--- config.mk ---
export PLATFORM = sky130hd
export DESIGN_NAME = svo_tmds_dec
export DESIGN_NICKNAME = d
export VERILOG_FILES = /design/src/rtl/svo_tmds_dec_pkg.sv /design/src/rtl/svo_tmds_dec_sym.sv /design/src/rtl/svo_tmds_dec.sv
export SDC_FILE = /design/constraint.sdc
export NUM_CORES = 1
export LEC_CHECK = 0
export ABC_AREA = 1
export BUFFER_PORTS_ARGS = -buffer_cell sky130_fd_sc_hd__clkbuf_2
export CORE_ASPECT_RATIO = 1.25
export CORE_UTILIZATION = 60
export CTS_BUF_LIST = sky130_fd_sc_hd__clkbuf_8
export CTS_CLUSTER_SIZE = 24
export DETAILED_ROUTE_END_ITERATION = 8
export GPL_TIMING_DRIVEN = 0
export PLACE_DENSITY = 0.85
export SETUP_SLACK_MARGIN = 0.2
export SLEW_MARGIN = 20
export SYNTH_ARGS = -nofsm -noshare
export SYNTH_HDL_FRONTEND = slang
export SYNTH_SLANG_ARGS = --single-unit
--- constraint.sdc ---
create_clock -name clk -period 2.9 [get_ports clk]
set_input_delay 0.58 -clock clk [delete_from_list [all_inputs] [get_ports clk]]
set_output_delay 0.58 -clock clk [all_outputs]
set_load 0.01 [all_outputs]
--- src/rtl/svo_tmds_dec_pkg.sv ---
// ----------------------------------------------------------------------------
// svo_tmds_dec_pkg
//   Definitions shared by the TMDS receive decoder and its symbol decoder:
//   the four TMDS control tokens, the word-alignment FSM state encoding and
//   the decoded-symbol record passed between the symbol decoder and the
//   pipeline.
// ----------------------------------------------------------------------------
package svo_tmds_dec_pkg;

    // Control tokens as they appear on the wire (bit 0 transmitted first).
    localparam logic [9:0] TMDS_CTRL_00 = 10'h354;
    localparam logic [9:0] TMDS_CTRL_01 = 10'h0AB;
    localparam logic [9:0] TMDS_CTRL_10 = 10'h154;
    localparam logic [9:0] TMDS_CTRL_11 = 10'h2AB;

    typedef enum logic [1:0] {
        ST_SEARCH    = 2'd0,
        ST_SLIP_WAIT = 2'd1,
        ST_LOCKED    = 2'd2
    } dec_state_t;

    typedef struct packed {
        logic       is_tok;   // word is one of the four control tokens
        logic [1:0] ctrl;     // {c1,c0} when is_tok, else 0
        logic [7:0] data;     // decoded byte when !is_tok, else 0
    } tmds_sym_t;

    // Returns {hit, c1, c0}; hit=0 for any non-token word.
    function automatic logic [2:0] tmds_ctrl_lookup(input logic [9:0] word);
        case (word)
            TMDS_CTRL_00: return 3'b100;
            TMDS_CTRL_01: return 3'b101;
            TMDS_CTRL_10: return 3'b110;
            TMDS_CTRL_11: return 3'b111;
            default:      return 3'b000;
        endcase
    endfunction

endpackage

--- src/rtl/svo_tmds_dec_sym.sv ---
// ----------------------------------------------------------------------------
// svo_tmds_sym_dec
//   Purely combinational TMDS symbol decoder: classifies a 10-bit symbol as a
//   control token or a data word and recovers the 8-bit pixel byte.
//
//   Ports
//     word  in   10-bit symbol, bit 0 = first bit on the wire
//     sym   out  decoded record {is_tok, ctrl, data}
// ----------------------------------------------------------------------------
module svo_tmds_sym_dec
    import svo_tmds_dec_pkg::*;
(
    input  logic [9:0] word,
    output tmds_sym_t  sym
);

    logic [2:0] tok;
    logic [7:0] d;
    logic [7:0] dec;

    always_comb begin
        tok = tmds_ctrl_lookup(word);

        // Undo the optional DC-balance inversion first.
        d = word[9] ? ~word[7:0] : word[7:0];

        // Undo the transition-minimising chain. Bit 8 selects XOR (1) or
        // XNOR (0); XNOR is XOR with the result inverted, hence the mask.
        dec = {d[7:1] ^ d[6:0] ^ {7{~word[8]}}, d[0]};

        sym.is_tok = tok[2];
        sym.ctrl   = tok[1:0];
        sym.data   = tok[2] ? '0 : dec;
    end

endmodule

--- src/rtl/svo_tmds_dec.sv ---
// ----------------------------------------------------------------------------
// svo_tmds_dec
//   Single-lane TMDS receive decoder. Decodes deserialised 10-bit symbols to
//   DE / control / pixel byte with a fixed two-cycle latency, and aligns the
//   word boundary by pulsing the deserialiser bitslip input until a run of
//   control tokens is seen.
//
//   Ports
//     clk        in   pixel clock
//     reset      in   synchronous, active-high reset
//     in_valid   in   in_word qualifier
//     in_word    in   10-bit symbol, bit 0 = first bit on the wire
//     bitslip    out  one-cycle pulse to the deserialiser CALIB input
//     locked     out  word alignment achieved
//     out_valid  out  decoded output qualifier (in_valid delayed 2)
//     out_de     out  1 = data symbol, 0 = control token
//     out_ctrl   out  control bits {c1,c0}, meaningful when out_de=0
//     out_data   out  decoded byte, 0 when out_de=0
// ----------------------------------------------------------------------------
module svo_tmds_dec
    import svo_tmds_dec_pkg::*;
#(
    parameter int unsigned TOKEN_RUN      = 8,
    parameter int unsigned SEARCH_TIMEOUT = 2048,
    parameter int unsigned SLIP_WAIT      = 16
)(
    input  logic       clk,
    input  logic       reset,
    input  logic       in_valid,
    input  logic [9:0] in_word,
    output logic       bitslip,
    output logic       locked,
    output logic       out_valid,
    output logic       out_de,
    output logic [1:0] out_ctrl,
    output logic [7:0] out_data
);

    localparam int unsigned RW = $clog2(TOKEN_RUN + 1);
    localparam int unsigned TW = $clog2(SEARCH_TIMEOUT + 1);
    localparam int unsigned WW = $clog2(SLIP_WAIT + 1);

    localparam logic [RW-1:0] RUN_MAX   = RW'(TOKEN_RUN);
    localparam logic [RW-1:0] RUN_PRE   = RW'(TOKEN_RUN - 1);
    localparam logic [TW-1:0] TMO_LAST  = TW'(SEARCH_TIMEOUT - 1);
    localparam logic [WW-1:0] WAIT_LAST = WW'(SLIP_WAIT - 1);

    // ------------------------------------------------------------------
    // Symbol decode on the incoming word
    // ------------------------------------------------------------------
    tmds_sym_t in_sym;

    svo_tmds_sym_dec u_sym (
        .word (in_word),
        .sym  (in_sym)
    );

    // ------------------------------------------------------------------
    // Two-stage datapath. Payload registers only load on valid beats so
    // the outputs hold their last decoded value between beats.
    // ------------------------------------------------------------------
    logic      s1_valid;
    tmds_sym_t s1_sym;

    always_ff @(posedge clk) begin
        if (reset) begin
            s1_valid <= 1'b0;
            s1_sym   <= '0;
        end else begin
            s1_valid <= in_valid;
            if (in_valid)
                s1_sym <= in_sym;
        end
    end

    always_ff @(posedge clk) begin
        if (reset) begin
            out_valid <= 1'b0;
            out_de    <= 1'b0;
            out_ctrl  <= '0;
            out_data  <= '0;
        end else begin
            out_valid <= s1_valid;
            if (s1_valid) begin
                out_de   <= ~s1_sym.is_tok;
                out_ctrl <= s1_sym.ctrl;
                out_data <= s1_sym.data;
            end
        end
    end

    // ------------------------------------------------------------------
    // Word-alignment control
    // ------------------------------------------------------------------
    dec_state_t     state, state_nxt;
    logic [RW-1:0]  run_cnt, run_nxt;
    logic [TW-1:0]  tmo_cnt, tmo_nxt;
    logic [WW-1:0]  wait_cnt, wait_nxt;
    logic           slip_nxt;
    logic           run_hit;
    logic           tmo_hit;

    // run_hit fires on the valid token that brings (or keeps) the run at
    // TOKEN_RUN, so lock and timeout-clearing act in the same cycle the
    // counter reaches its target rather than one cycle later.
    always_comb begin
        run_hit = in_valid && in_sym.is_tok && (run_cnt >= RUN_PRE);
        tmo_hit = in_valid && (tmo_cnt == TMO_LAST);
    end

    always_ff @(posedge clk) begin
        if (reset)
            state <= ST_SEARCH;
        else
            state <= state_nxt;
    end

    always_comb begin
        state_nxt = state;
        slip_nxt  = 1'b0;
        case (state)
            ST_SEARCH: begin
                // Run completion takes priority over a coincident timeout.
                if (run_hit) begin
                    state_nxt = ST_LOCKED;
                end else if (tmo_hit) begin
                    state_nxt = ST_SLIP_WAIT;
                    slip_nxt  = 1'b1;
                end
            end
            ST_SLIP_WAIT: begin
                if (wait_cnt == WAIT_LAST)
                    state_nxt = ST_SEARCH;
            end
            ST_LOCKED: begin
                if (!run_hit && tmo_hit)
                    state_nxt = ST_SEARCH;
            end
            default: state_nxt = ST_SEARCH;
        endcase
    end

    always_comb begin
        // Token run: counts consecutive valid tokens, saturating; held at
        // zero across the slip hold-off since the framing is in flux.
        run_nxt = run_cnt;
        if (state == ST_SLIP_WAIT || state_nxt == ST_SLIP_WAIT)
            run_nxt = '0;
        else if (in_valid)
            run_nxt = !in_sym.is_tok  ? '0 :
                      (run_cnt == RUN_MAX) ? run_cnt : run_cnt + RW'(1);

        // Timeout: valid words since the last qualifying run or state change.
        tmo_nxt = tmo_cnt;
        if (state_nxt != state || run_hit)
            tmo_nxt = '0;
        else if (state != ST_SLIP_WAIT && in_valid)
            tmo_nxt = tmo_cnt + TW'(1);

        // Hold-off: every cycle spent in SLIP_WAIT.
        wait_nxt = wait_cnt;
        if (state_nxt != state)
            wait_nxt = '0;
        else if (state == ST_SLIP_WAIT)
            wait_nxt = wait_cnt + WW'(1);
    end

    always_ff @(posedge clk) begin
        if (reset) begin
            run_cnt  <= '0;
            tmo_cnt  <= '0;
            wait_cnt <= '0;
            bitslip  <= 1'b0;
        end else begin
            run_cnt  <= run_nxt;
            tmo_cnt  <= tmo_nxt;
            wait_cnt <= wait_nxt;
            bitslip  <= slip_nxt;
        end
    end

    always_comb locked = (state == ST_LOCKED);

endmodule

==> qor.yml <==
yosys:
  ys_top_cells_by_count: "53 x nand2_1, 50 x nor2_1, 48 x dfxtp_1"
  synth_adder_area_share_pct: 3.646
  synth_top_family_by_area: "simple AND/OR/NAND/NOR gates"
  synthMuxAreaShare_pct: 0
  synth-async-reset-ratio_pct: 0
  yosysUniqueCellTypes: 31
  synth_xor_area_share_pct: 8.021
  synthFlopType: "dfxtp_1"
  synth_fp_nets: 335
  ys_warn_count: 0
  yosysSeqAreaShare_pct: 40.00
  syn_avg_cell_area_um2: 7.626
  yosys.area_share.simple_pct: 31.87
  synth-seq-cells: 48
  syn-cell-area_um2: 2402
  synth_compound_area_share_pct: 8.021
  yosysTopAreaCell: "dfxtp_1"
  synth_area_leaders: "dfxtp_1 40%, nand2_1 8.3%, nor2_1 7.8%"
  synth.most_common_cell: "nand2_1"
  synth_edf_count: 0
  synthCells: 315
  yosysTopAreaCellShare_pct: 40.00
job:
  cap_violations: 0
global_routing:
  grt_use_total_pct: 24.25
  grt-ovfl-total: 0
  grt_pass1_wl_mm: 7.797
  grt_pass1_vias: 1887
  grt_max_degree: 17
  antenna_found_initial: 0
setup_path:
  cp_data_required_time_ns: 3.14
  cp_cell_sequence: "ha_1 > nand2_1 > inv_1 > nor2_1 > nor2_1 > nand2_2 > nand2_1 > nand4_1 > a21oi_1"
  start_kind: "flop"
  endpoint_kind: "flop"
  r2r_cells: 9
  crit_start: "run_cnt[0]$_SDFFE_PP0P_"
  r2r_start: "run_cnt[0]$_SDFFE_PP0P_"
  worst-setup-path-type: "reg2reg"
  r2r-end: "run_cnt[3]$_SDFFE_PP0P_"
  max_stage_delay_ns: 0.39
  cp-endpoint: "run_cnt[3]$_SDFFE_PP0P_"
  regToRegSetupSlack_ns: 1.15
  critPathMaxFanout: 4
  crit_slowest_cell: "dfxtp_1"
  arrival_ns: 1.99
cts:
  insertion_delay_ns: 0.31
  cts_sinks: 48
  cts_resized: 0
  numCtsBuffers: 5
  htreeDepth: 2
  cts_tree: "done"
  root_buffer: "clkbuf_8"
  hold_buffers: 0
  clk_pin_slew_worst_paths_ns: 0.09
  post-cts-setup-buffers: 0
  clockBufferDepth: 2
route:
  drt_iter0_markers: 67
  dr.pass1.iters: 4
  wl_per_cell_um: 11.32
  routed_via_density: 5.020
  drc: 0
  drt_wl_total_mm: 4.541
  vias: 2013
  drt.antenna.violating_nets: 0
power_and_ir_drop:
  static-leakage-power_uw: 0.001172
  pwr_density_cell_nw_per_um2: 516.5
  vdd_ir_drop_max_mv: 0.4420
floorplanning:
  fp.dieArea_um2: 4262
  ios: 27
  die_width_um: 58.60
  die-height_um: 72.75
  core_area_um2: 3816
  row_count: 25
  start_util_pct: 62.95
timing:
  setup_violations: 0
  period_minus_slack_ns: 1.749
  post-route-period-util_pct: 60.31
  slew_headroom_pct: 66.38
  tns_ns: 0
  finalHoldViolCount: 0
  tightestPinTransition_ns: 0.5043
  hold_slack_ns: 0.4665
  rsz0062_at_grt: "false"
  slew_viol_final: 0
  skew_ns: 0.009209
  max_freq_mhz: 571.8
outcome:
  status: "finished, final reports clean"
place:
  dpl.hpwl_mm: 3.324
  portBuffers: 24
  finalWeightedCongestion: 0.8465
cells_and_area:
  n_antenna_cell: 0
  syn_to_final_growth_pct: 13.54
  nNetsFinal: 366
  drive_above_1_share_pct: 19.60
hold_path:
  min_path_type: "reg2reg"
==> how the worst min path moves through the flow <==
stage / startpoint / slack, ns / to / cells after the start
after global routing: s1_sym[10]$_SDFFE_PP0P_ / 0.49 / out_de$_SDFFE_PP0P_ / 1
after CTS: s1_sym[10]$_SDFFE_PP0P_ / 0.47 / out_de$_SDFFE_PP0P_ / 1
after global placement: s1_sym[10]$_SDFFE_PP0P_ / 0.45 / out_de$_SDFFE_PP0P_ / 1
after detailed placement: s1_sym[10]$_SDFFE_PP0P_ / 0.45 / out_de$_SDFFE_PP0P_ / 1
after floorplan: s1_sym[10]$_SDFFE_PP0P_ / 0.41 / out_de$_SDFFE_PP0P_ / 1
final: s1_sym[10]$_SDFFE_PP0P_ / 0.47 / out_de$_SDFFE_PP0P_ / 1
==> cells in the final DEF (no fill, tap or decap) <==
cell type | Yosys | final
nand3_2 | 2 | 2
nor2_4 | 10 | 10
nor3_2 | 1 | 1
inv_6 | 0 | 1
nand2_2 | 6 | 6
bufinv_16 | 0 | 2
clkbuf_2 | 0 | 24
buf_12 | 1 | 1
xnor2_1 | 4 | 4
buf_2 | 2 | 2
buf_1 | 1 | 1
nand3b_1 | 1 | 1
a32o_1 | 1 | 1
a31o_2 | 1 | 1
clkinv_1 | 1 | 1
nand3_1 | 23 | 23
nand4_1 | 3 | 3
nand3_4 | 1 | 1
dfxtp_1 | 48 | 48
ha_1 | 7 | 7
a21oi_1 | 18 | 18
inv_1 | 31 | 31
xor2_1 | 18 | 18
nand2_1 | 53 | 53
o211ai_1 | 1 | 1
buf_6 | 1 | 1
inv_2 | 7 | 7
nor2_2 | 2 | 2
nand2_4 | 2 | 2
nor3_1 | 1 | 1
o21ai_0 | 14 | 14
clkbuf_1 | 3 | 3
clkbuf_8 | 0 | 5
o22ai_1 | 1 | 1
nor2_1 | 50 | 50
==> cell families (layout without fill, tap and decap cells) <==
kind of cell	count (synthesis)	after routing
simple gates	155	155
fa+ha+maj	7	7
flops	48	48
compound gates	36	36
buf+inv	47	79
xor+xnor	22	22
==> flip-flops by register name (all words and copies together), names as in the netlist <==
name,flops
bitslip,1
out_ctrl,2
tmo_cnt,12
out_data,8
out_valid,1
wait_cnt,5
run_cnt,4
state,2
out_de,1
s1_valid,1
s1_sym,11
==> metrics by stage <==
step	util [%]	total power [µW]	std cells	setup WS [ns]	instance area (µm²)
floorplan	-	803.4	315	1.209	2402
global placement	67.87	842.0	393	0.9356	2590
detailed placement	67.87	845.3	393	0.8669	2590
CTS	71.48	1417	401	1.137	2728
global route	71.48	1463	401	0.9646	2728
finish	71.48	1409	401	1.151	2728
==> critical path, delay by kind of cell, from the launching register on <==
family                   cells  cell delay (ns)
AO/OA/AOI/OAI                1             0.20
adder cells (fa/ha/maj)      1             0.19
buffers and inverters        1             0.07
AND/OR/NAND/NOR              6             0.84
flip-flops                   1             0.39
==> per-layer routing <==
layer | up-vias | share of wire (%) | GRT usage (%) | wire length [µm]
met3 | 10 | 3.4 | 6.028 | 154
met1 | 912 | 42 | 25.92 | 1909
li1 | 1050 | - | - | -
met5 | - | 0 | 0 | 0
met2 | 41 | 52 | 43.04 | 2374
met4 | 0 | 2.3 | 13.49 | 104
==> where the power goes <==
group          leakage (µW)  switching [µW]  internal, µW
clock             0.0000687             231           347
combinational      0.000712            83.0          51.1
sequential         0.000391            13.6           683
==> cell type report <==
class	instances	area, µm²
sequential	48	960.9
buffer	8	56.30
timing repair buffer	24	120.1
multi-input combinational	220	1239
fill	309	1089
clock inverter	3	68.82
clock buffer	5	68.82
inverter	39	146.4
tap	54	67.56
Power figures use the tool's default switching activity.
